[config.mk]
export PLATFORM = sky130hd
export DESIGN_NAME = multi_receive_switch
export DESIGN_NICKNAME = d
export VERILOG_FILES = /design/src/rtl/multi_receive_switch.sv
export SDC_FILE = /design/constraint.sdc
export NUM_CORES = 1
export LEC_CHECK = 0
export ABC_AREA = 1
export CAP_MARGIN = 20
export CORE_AREA = 2 2 89 176
export DETAILED_ROUTE_END_ITERATION = 8
export DIE_AREA = 0 0 91 178
export PLACE_DENSITY = 0.82
export SYNTH_ARGS = -nofsm -noshare
export SYNTH_HDL_FRONTEND = slang
export SYNTH_SLANG_ARGS = --single-unit
[constraint.sdc]
create_clock -name CLOCK_10M -period 2.3 [get_ports CLOCK_10M]
set_clock_uncertainty 0.2 [all_clocks]
set_input_delay 0.46 -clock CLOCK_10M [delete_from_list [all_inputs] [get_ports CLOCK_10M]]
set_output_delay 0.46 -clock CLOCK_10M [all_outputs]
set_load 0.03 [all_outputs]
[src/rtl/multi_receive_switch.sv]
// Per-channel T/R receive-switch controller: blank on GEN, re-arm DELAY after MA falls.
// Define RSW_INPUT_SYNC_EN to put a 2-FF synchronizer on GEN/MA (+2 cycles latency).
module multi_receive_switch #(
  parameter int          NCH     = 4,
  parameter int          CNT_W   = 16,
  parameter int          TIMEOUT = 20000,
  parameter logic        ON      = 1'b0,
  parameter logic        OFF     = 1'b1
) (
  input  logic             CLOCK_10M,
  input  logic             RST_N,
  input  logic             SW_EN,
  input  logic [7:0]       PROBE_MODE,
  input  logic [NCH-1:0]   GEN,
  input  logic [NCH-1:0]   MA,
  input  logic [CNT_W-1:0] DELAY,
  input  logic             FAULT_CLR,
  output logic [NCH-1:0]   RECEIVE_SW,
  output logic [NCH-1:0]   FAULT
);

  typedef enum logic [1:0] {
    S_IDLE,
    S_LISTEN,
    S_BLANK,
    S_RECOVER
  } state_t;

  localparam logic [CNT_W-1:0] TMO_LAST = CNT_W'(TIMEOUT - 1);
  localparam logic [CNT_W-1:0] CNT_ONE  = CNT_W'(1);

  logic [NCH-1:0] tr;
  logic           run;
  logic           fixed_on;

  assign run      = SW_EN && (PROBE_MODE == 8'd1);
  assign fixed_on = (PROBE_MODE == 8'd3) || (PROBE_MODE == 8'd4);

  for (genvar i = 0; i < NCH; i++) begin : g_ch
    state_t           st;
    logic [CNT_W-1:0] cnt;
    logic [CNT_W-1:0] dly;
    logic             tr_q;
    logic             flt_q;
    logic [1:0]       gen_sr;
    logic [1:0]       ma_sr;
    logic             gen_smp;
    logic             ma_smp;
    logic             gen_rise;
    logic             ma_fall;
    logic             tmo_hit;

`ifdef RSW_INPUT_SYNC_EN
    logic [1:0] gen_sy;
    logic [1:0] ma_sy;

    always_ff @(posedge CLOCK_10M) begin
      if (!RST_N) begin
        gen_sy <= '0;
        ma_sy  <= '0;
      end else begin
        gen_sy <= {gen_sy[0], GEN[i]};
        ma_sy  <= {ma_sy[0], MA[i]};
      end
    end

    assign gen_smp = gen_sy[1];
    assign ma_smp  = ma_sy[1];
`else
    assign gen_smp = GEN[i];
    assign ma_smp  = MA[i];
`endif

    assign gen_rise = (gen_sr == 2'b01);
    assign ma_fall  = (ma_sr == 2'b10);

    // Timeout only counts when no higher-priority event is pending
    assign tmo_hit = run && (st == S_BLANK) && !gen_rise
                  && !ma_fall && (cnt == TMO_LAST);

    always_ff @(posedge CLOCK_10M) begin
      if (!RST_N) begin
        st     <= S_IDLE;
        cnt    <= '0;
        dly    <= '0;
        tr_q   <= OFF;
        flt_q  <= 1'b0;
        gen_sr <= '0;
        ma_sr  <= '0;
      end else begin
        gen_sr <= {gen_sr[0], gen_smp};
        ma_sr  <= {ma_sr[0], ma_smp};

        if (tmo_hit)
          flt_q <= 1'b1;
        else if (FAULT_CLR)
          flt_q <= 1'b0;

        if (!run) begin
          st   <= S_IDLE;
          cnt  <= '0;
          tr_q <= (SW_EN && fixed_on) ? ON : OFF;
        end else begin
          unique case (st)
            S_IDLE: begin
              st   <= S_RECOVER;
              tr_q <= OFF;
              cnt  <= '0;
              dly  <= DELAY;
            end
            S_LISTEN: begin
              if (gen_rise) begin
                st   <= S_BLANK;
                tr_q <= OFF;
                cnt  <= '0;
              end else begin
                tr_q <= ON;
              end
            end
            S_BLANK: begin
              tr_q <= OFF;
              if (gen_rise) begin
                cnt <= '0;
              end else if (ma_fall || tmo_hit) begin
                st  <= S_RECOVER;
                cnt <= '0;
                dly <= DELAY;
              end else begin
                cnt <= cnt + CNT_ONE;
              end
            end
            S_RECOVER: begin
              if (gen_rise) begin
                st   <= S_BLANK;
                tr_q <= OFF;
                cnt  <= '0;
              end else if (cnt == dly) begin
                st   <= S_LISTEN;
                tr_q <= ON;
              end else begin
                tr_q <= OFF;
                cnt  <= cnt + CNT_ONE;
              end
            end
            default: begin
              st   <= S_IDLE;
              tr_q <= OFF;
              cnt  <= '0;
            end
          endcase
        end
      end
    end

    assign tr[i]    = tr_q;
    assign FAULT[i] = flt_q;
  end

  assign RECEIVE_SW = SW_EN ? tr : {NCH{OFF}};

endmodule
Word-level counts from Yosys, hierarchy flattened
Cells that the tools add are included.
{"block": "classes", "add_sub_neg": 4, "eq_ne": 51, "muxes": 87, "reduce_logical": 60}
{"operator": "2-to-1 mux 16 bit", "count": 28}
{"operator": "case mux 16 bit (4 select lines)", "count": 4}
{"operator": "case mux 16 bit (2 select lines)", "count": 4}
{"operator": "adder 16 x 1 -> 16 bit (second input constant)", "count": 4}
{"operator": "== test 16 x 15 -> 1 bit (second input constant)", "count": 4}
{"operator": "== test 16 bit", "count": 4}
{"operator": "2-to-1 mux 2 bit", "count": 20}
{"operator": "case mux 2 bit (4 select lines)", "count": 4}
{"operator": "AND reduction 4 bit", "count": 8}
{"operator": "== test 2 bit (second input constant)", "count": 12}
{"operator": "inequality test 3 bit (second input constant)", "count": 8}
{"operator": "2-to-1 mux 1 bit", "count": 22}
{"operator": "logical AND 1 bit", "count": 18}
{"operator": "== test 2 x 1 -> 1 bit (second input constant)", "count": 8}
{"operator": "inequality test 2 bit (second input constant)", "count": 8}
{"operator": "nonzero test 2 bit", "count": 8}
{"operator": "case mux 1 bit (3 select lines)", "count": 4}
{"operator": "AND reduction 2 bit", "count": 5}
{"operator": "== test 8 x 1 -> 1 bit (second input constant)", "count": 1}
{"operator": "== test 8 x 2 -> 1 bit (second input constant)", "count": 1}
{"operator": "== test 8 x 3 -> 1 bit (second input constant)", "count": 1}
{"operator": "zero test 1 bit", "count": 8}
{"operator": "zero test 2 bit", "count": 4}
{"operator": "inequality test 2 x 1 -> 1 bit (second input constant)", "count": 4}
{"operator": "3 further kinds", "count": 10}
{"block": "word_totals", "regBits": 160, "output_inout_bits": 8}

Logic depth before layout (Yosys ltp)
Gate-level depths: netlist of run 1.
{"block": "depth", "word_depth": 10, "mapped_depth": 14, "mapped_depth_nobuf": 13}

Worst setup path after synthesis of run 1
No wires, ideal clock.
{"block": "synth_path", "path_kind": "in2reg", "from": "input PROBE_MODE[5]", "to": "register g_ch[0].dly[0]", "arrival_ps": 1630, "required_ps": 1987, "path_slack_ps": 357, "path_stages": 9, "n_path_buf": 1, "cell_sequence": "nor2_1 nand3_2 nor2_8 nand3_2 a21boi_4 nand3_4 clkbuf_8 nor2_1 nor2_1"}
{"block": "synth_via", "elab_chain_cells": 9}
{"item": "from (decl)", "line": "13", "rtl": "input logic [7:0] PROBE_MODE,"}
{"item": "== test 8 x 1 -> 1 bit (*)", "line": "36", "rtl": "assign run = SW_EN && (PROBE_MODE == 8'd1);"}
{"item": "logical AND 1 bit (*)", "line": "36"}
{"item": "logical AND 1 bit (2 in a row)", "line": "78", "rtl": "assign tmo_hit = run && (st == S_BLANK) && !gen_rise"}
{"item": "logical AND 1 bit (2 in a row)", "line": "79", "rtl": "&& !ma_fall && (cnt == TMO_LAST);"}
{"item": "logical OR 1 bit", "line": "124", "rtl": "end else if (ma_fall || tmo_hit) begin"}
{"item": "inequality test 2 x 1 -> 1 bit (no line)"}
{"item": "AND reduction 4 bit (no line) (*)"}
{"item": "to (signal assigned)", "line": "85", "rtl": "dly <= '0;"}
{"item": "to (signal assigned)", "line": "109", "rtl": "dly <= DELAY;"}
{"item": "to (signal assigned)", "line": "127", "rtl": "dly <= DELAY;"}
{"item": "to (decl)", "line": "42", "rtl": "logic [CNT_W-1:0] dly;"}
Mark *: on every way between the ends. The rest lies on a longest branch, timed or not.
A chain may end at the register's enable or synchronous reset.

Final worst setup path of run 1
{"block": "layout_path", "from": "register g_ch[3].cnt[1]", "to": "register g_ch[3].dly[14]"}
{"block": "layout_via", "elab_chain_cells": 5}
{"item": "from (decl)", "line": "41", "rtl": "logic [CNT_W-1:0] cnt;"}
{"item": "from (signal assigned)", "line": "129", "rtl": "cnt <= cnt + CNT_ONE;"}
{"item": "from (signal assigned)", "line": "142", "rtl": "cnt <= cnt + CNT_ONE;"}
{"item": "== test 16 x 15 -> 1 bit", "line": "79"}
{"item": "logical AND 1 bit", "line": "79"}
{"item": "logical OR 1 bit", "line": "124"}
{"item": "inequality test 2 x 1 -> 1 bit (no line)"}
{"item": "AND reduction 4 bit (no line)"}
{"item": "to (signal assigned)", "line": "85"}
{"item": "to (signal assigned)", "line": "109"}
{"item": "to (signal assigned)", "line": "127"}
{"item": "to (decl)", "line": "42"}
Every way passes these cells.

==> results summary, run 1 <==
The number of nets with antenna violations after detailed routing came out at 0. The via count of the first global-routing pass is 8757. The endpoint arrival time on the critical path is 2.34 ns. The actual slew at the worst max-slew pin is 0.4350 ns. The class of the most critical setup path is register to register. The I/O pin count is 44.

The worst hold slack after final layout came out at 0.1965 ns. The count of final hold-check violations came out at 0. Per report_power, the sequential group accounts for 49.0% of the total.

In this run the power spent charging and discharging nets is 1.393 mW. The worst hold path depth came out at 3. At the end of the flow, the number of nets in the layout was 1537. The detailed-routing iteration count for the pre-antenna-repair pass is 5. In the global route stage, overall resource usage came out at 31.62%. The sequential element share of the synthesized area is 36.81%. The net switching share of the total power is 24.47%.

The die boundary height is 178 µm. Dividing the final minimum period by the clock period gives 94.80%. The signal on the critical path passes through ha_2, nand2_2, nor2_4, nand2_1, nor2_1, nand3_1, nand2_1, nand2_1, buf_4, buf_4, a21oi_1. The first-pass GRT wire length came out at 40650 µm. The element type at the critical path end is a register.

The count of filler cells inserted in the layout is 1379. Ranked by total cell area, the synthesized netlist is headed by sky130_fd_sc_hd__dfxtp_1 37%, sky130_fd_sc_hd__nand2_1 22%, sky130_fd_sc_hd__nor2_1 9.0%. The starting density of the core came out at 58.71%. The most numerous cell type found on the critical path is sky130_fd_sc_hd__nand2_1. For this run, asynchronously set or reset flops after synthesis account for 0%. Routability-driven placement finished with a final weighted congestion of 1.011. The power share of the clock group is 47.0%.

The startpoint of the most critical register-to-register path is g_ch[3].cnt[1]. The clock-pin transition on the worst setup and hold timing paths came out at 0.07 ns. The number of H-tree levels came out at 4.

The die extent in x came out at 91 µm. Cells with a size suffix above 1 make up 10.26% of the layout. The total clock buffers created by CTS is 17. The remaining design rule violation count came out at 0. Setup violations remaining at the end of the flow were counted as 0. Internal power comes to 4.298 mW. The detail-routed via count per cell came out at 5.371.

Synthesis instantiated 40 different standard cells from the library. The vias after detailed routing came out at 9169. The flow ran to the end, and the final reports show no timing, DRC or antenna violations. Synthesis handed over a netlist of 1419 instances. The share of the synthesized area in the top cell type came out at 36.81%.

CTS placed an instance of sky130_fd_sc_hd__clkbuf_16 at the clock tree root. The startpoint identified for the worst hold timing path is RST_N. Prior to clock tree synthesis, the placed netlist has a worst setup slack of -0.3357 ns. The static power due to leakage came out at 4.606 nW. For this run, the leading register cell type out of synthesis is sky130_fd_sc_hd__dfxtp_1. The synthesized netlist occupies a cell area of 8701 µm². The total global routing overflow came out at 0. The number of antenna violations at the first check in global routing came out at 2. The maximum single-stage delay on the critical path came out at 0.37 ns. The maximum clock frequency is 0.4586 GHz. The post-DP HPWL is 18500 µm.

The number of enable-type register cells in the synthesized netlist came out at 0. In this run the worst hold path is classified as input pin to register. Dividing the detail-routed wire length by the instance count gives 14.82 µm.

In this run the deepest clock path goes through 2 buffers. The combinational share of power came out at 3.9%. The logic depth of the worst register-to-register path is 11.

Row generation in the floorplan step produced 63 rows. The final-report max-slew violation count is 0. The setup slack on the worst flop-to-flop path is 0.12 ns. The count of clock tree sinks came out at 160. STA classifies the critical path startpoint as a register.

The overall power is 5.691 mW. The clock period minus final worst setup slack came out at 2.180 ns. The pin count of the biggest net entering global routing is 80.

The source-to-sink clock delay at the later pin of the worst-skew pair is 0.44 ns. After the first detailed-routing iteration, the DRC count stood at 604. The headroom to the max-slew limit is 70.91%. The yosys synthesis warning count is 0. The number of port buffers is 43. The cell type with the largest total area after synthesis is sky130_fd_sc_hd__dfxtp_1. The area growth from synthesis to layout came out at 17.49%.

In this run the worst path has a maximum fanout of 22. The number of max-cap violations is 0. The full die area came out at 16200 µm². The number of nets handed over by synthesis was 1459.

The TritonCTS clock tree is built. The final worst setup slack came out at 0.1197 ns. Dividing total power by cell area gives a power density of 556.7 nW/µm². Tracing the worst setup path back leads to its startpoint at g_ch[3].cnt[1]. The data required time at the worst endpoint is 2.46 ns.

Leaving out fill and tap cells, the most frequent cells in the layout are 497 x sky130_fd_sc_hd__nand2_1, 208 x sky130_fd_sc_hd__nor2_1, 185 x sky130_fd_sc_hd__inv_1. The final wirelength is 25300 µm. The maximum vdd drop came out at 0.5583 mV.

The floorplan step defined a core boundary enclosing 14820 µm². Averaged over all synthesized cells, the footprint is 6.132 µm². The most frequent standard cell in the layout excluding fill and tap cells is sky130_fd_sc_hd__nand2_1. The slowest stage of the critical path belongs to the cell sky130_fd_sc_hd__dfxtp_2. The number of synthesized register bits is 160.
[cell families after synthesis]
group	Yosys count	synth area share (%)
fa+ha+maj	4	0.5752
flops	160	36.81
xor+xnor	8	0.8053
compound gates	158	9.534
simple gates	847	40.39
buf+inv	242	11.88
[per-layer routing]
| metal | vias to the layer above | global-route usage, % | wire length (µm) |
|---|---|---|---|
| met5 | - | 0 | 0 |
| met4 | 0 | 21.46 | 1760 |
| met3 | 136 | 5.661 | 1562 |
| met2 | 363 | 58.15 | 13100 |
| met1 | 4140 | 32.00 | 8880 |
| li1 | 4530 | - | - |
[registers in the layout (all words and copies together), names as in the netlist]
register / count
g_ch.ma_sr: 8
g_ch.flt_q: 4
g_ch.dly: 64
g_ch.cnt: 64
g_ch.st: 8
g_ch.gen_sr: 8
g_ch.tr_q: 4
[final timing paths]
kind	to
worst min-delay path	g_ch[0].flt_q
worst max register to register	g_ch[3].dly[14]
worst max-delay path	g_ch[3].dly[14]
worst min register to register	g_ch[1].gen_sr[1]
[per-stage QoR]
stage / cell area, µm² / TNS (ns) / std cells / utilization (%)
3_3_place_gp: 9569 / -25.90 / 1672 / 64.57
3_5_place_dp: 9569 / -31.55 / 1672 / 64.57
4_1_cts: 10120 / 0 / 1704 / 68.28
2_1_floorplan: 8701 / 0 / 1419 / -
5_1_grt: 10220 / -0.02984 / 1705 / 68.95
6_report: 10220 / 0 / 1707 / 68.98
[timing repair]
action / in CTS / in global routing
hold buffers: 0 / 0
setup buffers: 0 / 1
resized for setup: 12 / 30
pin swaps: 0 / 8
endpoints found under the setup margin: 4 / 100
[synth_stat cells (6+ instances only)]
master,instances
sky130_fd_sc_hd__nand2_1,501
sky130_fd_sc_hd__nor2_1,209
sky130_fd_sc_hd__inv_1,186
sky130_fd_sc_hd__dfxtp_1,160
sky130_fd_sc_hd__a21oi_1,99
sky130_fd_sc_hd__nand3_1,63
sky130_fd_sc_hd__o21ai_0,46
sky130_fd_sc_hd__nand4_1,25
sky130_fd_sc_hd__buf_2,19
sky130_fd_sc_hd__nor3_1,13
sky130_fd_sc_hd__inv_2,9
sky130_fd_sc_hd__clkbuf_1,8
sky130_fd_sc_hd__xor2_1,8
sky130_fd_sc_hd__nand2_2,7
sky130_fd_sc_hd__buf_4,6
[layout make-up]
| type | count | area, µm² | area share (%) |
|---|---|---|---|
| sequential | 160 | 3219 | 31.49 |
| tap | 195 | 244.0 | 2.387 |
| clock buffer | 19 | 442.9 | 4.333 |
| clock inverter | 13 | 101.3 | 0.9914 |
| antenna | 2 | 5.005 | 0.04896 |
| timing repair buffer | 102 | 929.6 | 9.094 |
| inverter | 199 | 752.0 | 7.356 |
| multi-input combinational | 1017 | 4528 | 44.30 |
[critical path, delay by kind of cell, from the launching register on]
family,cells,cell delay (ns)
adders and majority gates,1,0.20
DFF,1,0.37
buffers and inverters,2,0.40
and+or+nand+nor,7,0.76
AOI/OAI and AO/OA,1,0.18
[power by group through the flow]
stage | sequential (mW) | combinational, mW | clock [mW]
6_report | 2.79 | 0.225 | 2.68
5_1_grt | 2.79 | 0.241 | 2.81
4_1_cts | 2.79 | 0.219 | 2.69
3_5_place_dp | 2.86 | 0.218 | 0
3_3_place_gp | 2.86 | 0.216 | 0
2_1_floorplan | 2.85 | 0.0919 | 0
No activity file was read; power rests on OpenSTA's default activity.
==> run 2: changes to the inputs <==
Settings changed: HOLD_SLACK_MARGIN set to 0.06.
==> results of run 2 <==
No change in the layout: final DEF, timing and power equal those of run 1.
==> run 3: changes to the inputs <==
Settings changed: CELL_PAD_IN_SITES_DETAIL_PLACEMENT set to 0, CELL_PAD_IN_SITES_GLOBAL_PLACEMENT set to 2, CORE_AREA 2 2 89 176 to 2 2 118 235, DIE_AREA 0 0 91 178 to 0 0 120 237, PLACE_DENSITY 0.82 to 0.84.
==> run 3 against run 2 <==
Clock power up 8.6%; via count down 8.1%; maximum frequency fell by 2.6%; global-route usage down 13 points; die area increased by 76%; register-to-register slack better by 0.04 ns; count of clock-buffer cells in the layout fell by 1; first-iteration DRC count down 19%; worst hold slack gained 0.028 ns; sequential share of layout area shrank 0.77 points; cell area grew 2.3%; largest power group is now clock; highest routed layer unchanged.
==> results summary, run 3 (same netlist as run 1, synthesis figures left out) <==
Status: finished clean (unchanged). The maximum vdd drop came to 0.4647 mV (was 0.5583 mV). Setup repair after global routing left no endpoint under its margin. The switching power is 1.409 mW (was 1.393 mW). The maximum clock frequency is 0.4469 GHz (was 0.4586 GHz). The post-DP HPWL came out at 19240 µm (was 18500 µm).

Biggest regs: g_ch.cnt: 64 flops, g_ch.dly: 64 flops (unchanged). The clock root buffer was sky130_fd_sc_hd__clkbuf_16 (unchanged). The number of nets with antenna violations after detailed routing is 0 (unchanged). The share of final-layout standard cells stronger than drive strength 1 came to 10.03% (was 10.26%).

The number of DRC markers in iteration 0 came out at 491 (was 604). The number of antenna repair diodes is 0 (was 2). The data required time at the worst endpoint is 1.64 ns (was 2.46 ns). The number of buffers inserted for hold repair after clock tree synthesis came out at 0 (unchanged). The cell-internal power came to 4.513 mW (was 4.298 mW).

The kind of start point of the critical path is an input pin (was register). The global placement routability congestion came out at 0.8386 (was 1.011). The final setup violation count is 0 (unchanged). The power density over cell area came to 566.4 nW/µm² (was 556.7 nW/µm²). The count of final hold-check violations is 0 (unchanged). The combinational share of power was 3.7% (was 3.9%). The final-stage net count came out at 1542 (was 1537). The sum of negative setup slack was 0 ns (unchanged). The maximum fanout count along the critical path was 4 (was 22).

The endpoint arrival time on the critical path was 1.58 ns (was 2.34 ns). The final wirelength is 25120 µm (was 25300 µm). The cell area after layout came to 10460 µm² (was 10220 µm²). The remaining design rule violation count was 0 (unchanged). The via count of the first global-routing pass came out at 7889 (was 8757).

The final cell utilization of the core is 39.17% (was 68.98%). The area growth from synthesis to layout was 20.16% (was 17.49%). The detail-routed via count per cell came to 4.523 (was 5.371). The clock-pin transition on the worst setup and hold timing paths was 0.07 ns (about the same). The vias after detailed routing is 8426 (was 9169).

The share of the cycle needed by the critical path after routing was 97.29% (was 94.80%). The source-to-sink clock delay at the later pin of the worst-skew pair came to 0.45 ns (was 0.44 ns). The headroom to the max-slew limit came to 69.52% (was 70.91%).

The element type at the critical path end is an output port (was register). The overall power is 5.922 mW (was 5.691 mW). The number of port buffers came to 43 (unchanged). The number of cells in the design after placement came out at 1830 (was 1672). The count of standard-cell rows is 85 (was 63). The worst slack after detailed placement came out at -0.2938 ns (was -0.3357 ns). The worst hold slack after final layout came out at 0.2242 ns (was 0.1965 ns). The net switching share of the total power is 23.79% (was 24.47%). The clock period minus final worst setup slack came to 2.238 ns (was 2.180 ns). The number of H-tree levels came out at 4 (unchanged). The filler-free cell count of the finished design is 1863 (was 1707). The number of max-cap violations came out at 0 (unchanged). The most frequent standard cell in the layout excluding fill and tap cells is sky130_fd_sc_hd__nand2_1 (unchanged). Commonest cells after routing, fill and taps aside: 501 x sky130_fd_sc_hd__nand2_1, 207 x sky130_fd_sc_hd__nor2_1, 186 x sky130_fd_sc_hd__inv_1 (was 497 x sky130_fd_sc_hd__nand2_1, 208 x sky130_fd_sc_hd__nor2_1, 185 x sky130_fd_sc_hd__inv_1).

The maximum root-to-sink buffer count came out at 2 (unchanged). The total global routing overflow is 0 (unchanged). The I/O pin count is 44 (unchanged). The post-detailed-placement cell area is 9836 µm² (was 9569 µm²). The power share of the clock group is 49.2% (was 47.0%). The first-pass GRT wire length was 40950 µm (was 40650 µm). The pin count of the biggest net entering global routing is 44 (was 80). The detailed-routing iteration count for the pre-antenna-repair pass came out at 5 (unchanged). The starting density of the core is 32.59% (was 58.71%). The die extent in x was 120 µm (was 91 µm). The static power due to leakage is 4.650 nW (was 4.606 nW). The actual slew at the worst max-slew pin came to 0.4572 ns (was 0.4350 ns). The count of clock tree sinks came to 160 (unchanged). The count of filler cells inserted in the layout is 2918 (was 1379). The total track usage is 18.54% (was 31.62%).

The TritonCTS clock tree was built (unchanged). The final worst setup slack is 0.06228 ns (was 0.1197 ns). The full die area came out at 28440 µm² (was 16200 µm²).

The final-report max-slew violation count was 0 (unchanged). The placeable core region came to 26690 µm² (was 14820 µm²). The class of the most critical setup path is input pin to output port (was register to register). The path category of the worst min-delay check was register to register (was input pin to register). The total clock buffers created by CTS came to 17 (unchanged).

The sequential group share of total power came to 47.2% (was 49.0%). The number of antenna violations at the first check in global routing came out at 0 (was 2). The mean routed wirelength per cell is 13.49 µm (was 14.82 µm). The die boundary height is 237 µm (was 178 µm).
run 3: cell type report:
cell class / instances / area (µm²) / area share, %
Multi-Input combinational cell: 1017 / 4472 / 42.77
Sequential cell: 160 / 3212 / 30.72
Timing Repair Buffer: 107 / 992.2 / 9.490
Inverter: 199 / 748.2 / 7.157
Clock buffer: 18 / 439.2 / 4.201
Tap cell: 348 / 435.4 / 4.165
Clock inverter: 14 / 156.4 / 1.496
run 3: final timing paths:
check | startpoint | end | slack (ns) | cells after the start
hold reg to reg | g_ch[0].gen_sr[0] | g_ch[0].gen_sr[1] | 0.22 | 2
hold / removal | g_ch[0].gen_sr[0] | g_ch[0].gen_sr[1] | 0.22 | 2
setup reg to reg | g_ch[0].cnt[1] | g_ch[0].dly[10] | 0.16 | 11
setup / recovery | SW_EN | RECEIVE_SW[1] | 0.06 | 4
run 3: critical path, stage by stage:
cell                              delay, ns
sky130_fd_sc_hd__clkdlybuf4s50_1       0.49
sky130_fd_sc_hd__inv_1                 0.07
sky130_fd_sc_hd__or2_2                 0.27
sky130_fd_sc_hd__clkdlybuf4s15_2       0.28
run 3: metal layers:
layer	routed length [µm]	vias to the layer above	global-route usage (%)
met5	0	-	0
met4	648	0	7.344
met3	733	40	2.746
met2	12490	125	32.47
met1	11250	3716	22.47
li1	-	4545	-
run 3: power by group through the flow:
stage / Combinational [mW] / Clock, mW / Sequential (mW)
final: 0.217 / 2.91 / 2.79
after global routing: 0.242 / 3.12 / 2.79
after CTS: 0.225 / 3.02 / 2.79
after detailed placement: 0.223 / 0 / 2.86
after global placement: 0.222 / 0 / 2.86
after floorplan: 0.0919 / 0 / 2.85
run 3: what timing repair did:
item	in CTS	in global routing
pin swaps	0	3
gates resized for setup	11	12
endpoints found under the hold margin	0	0
setup endpoints to repair	4	80
buffers inserted	0	1
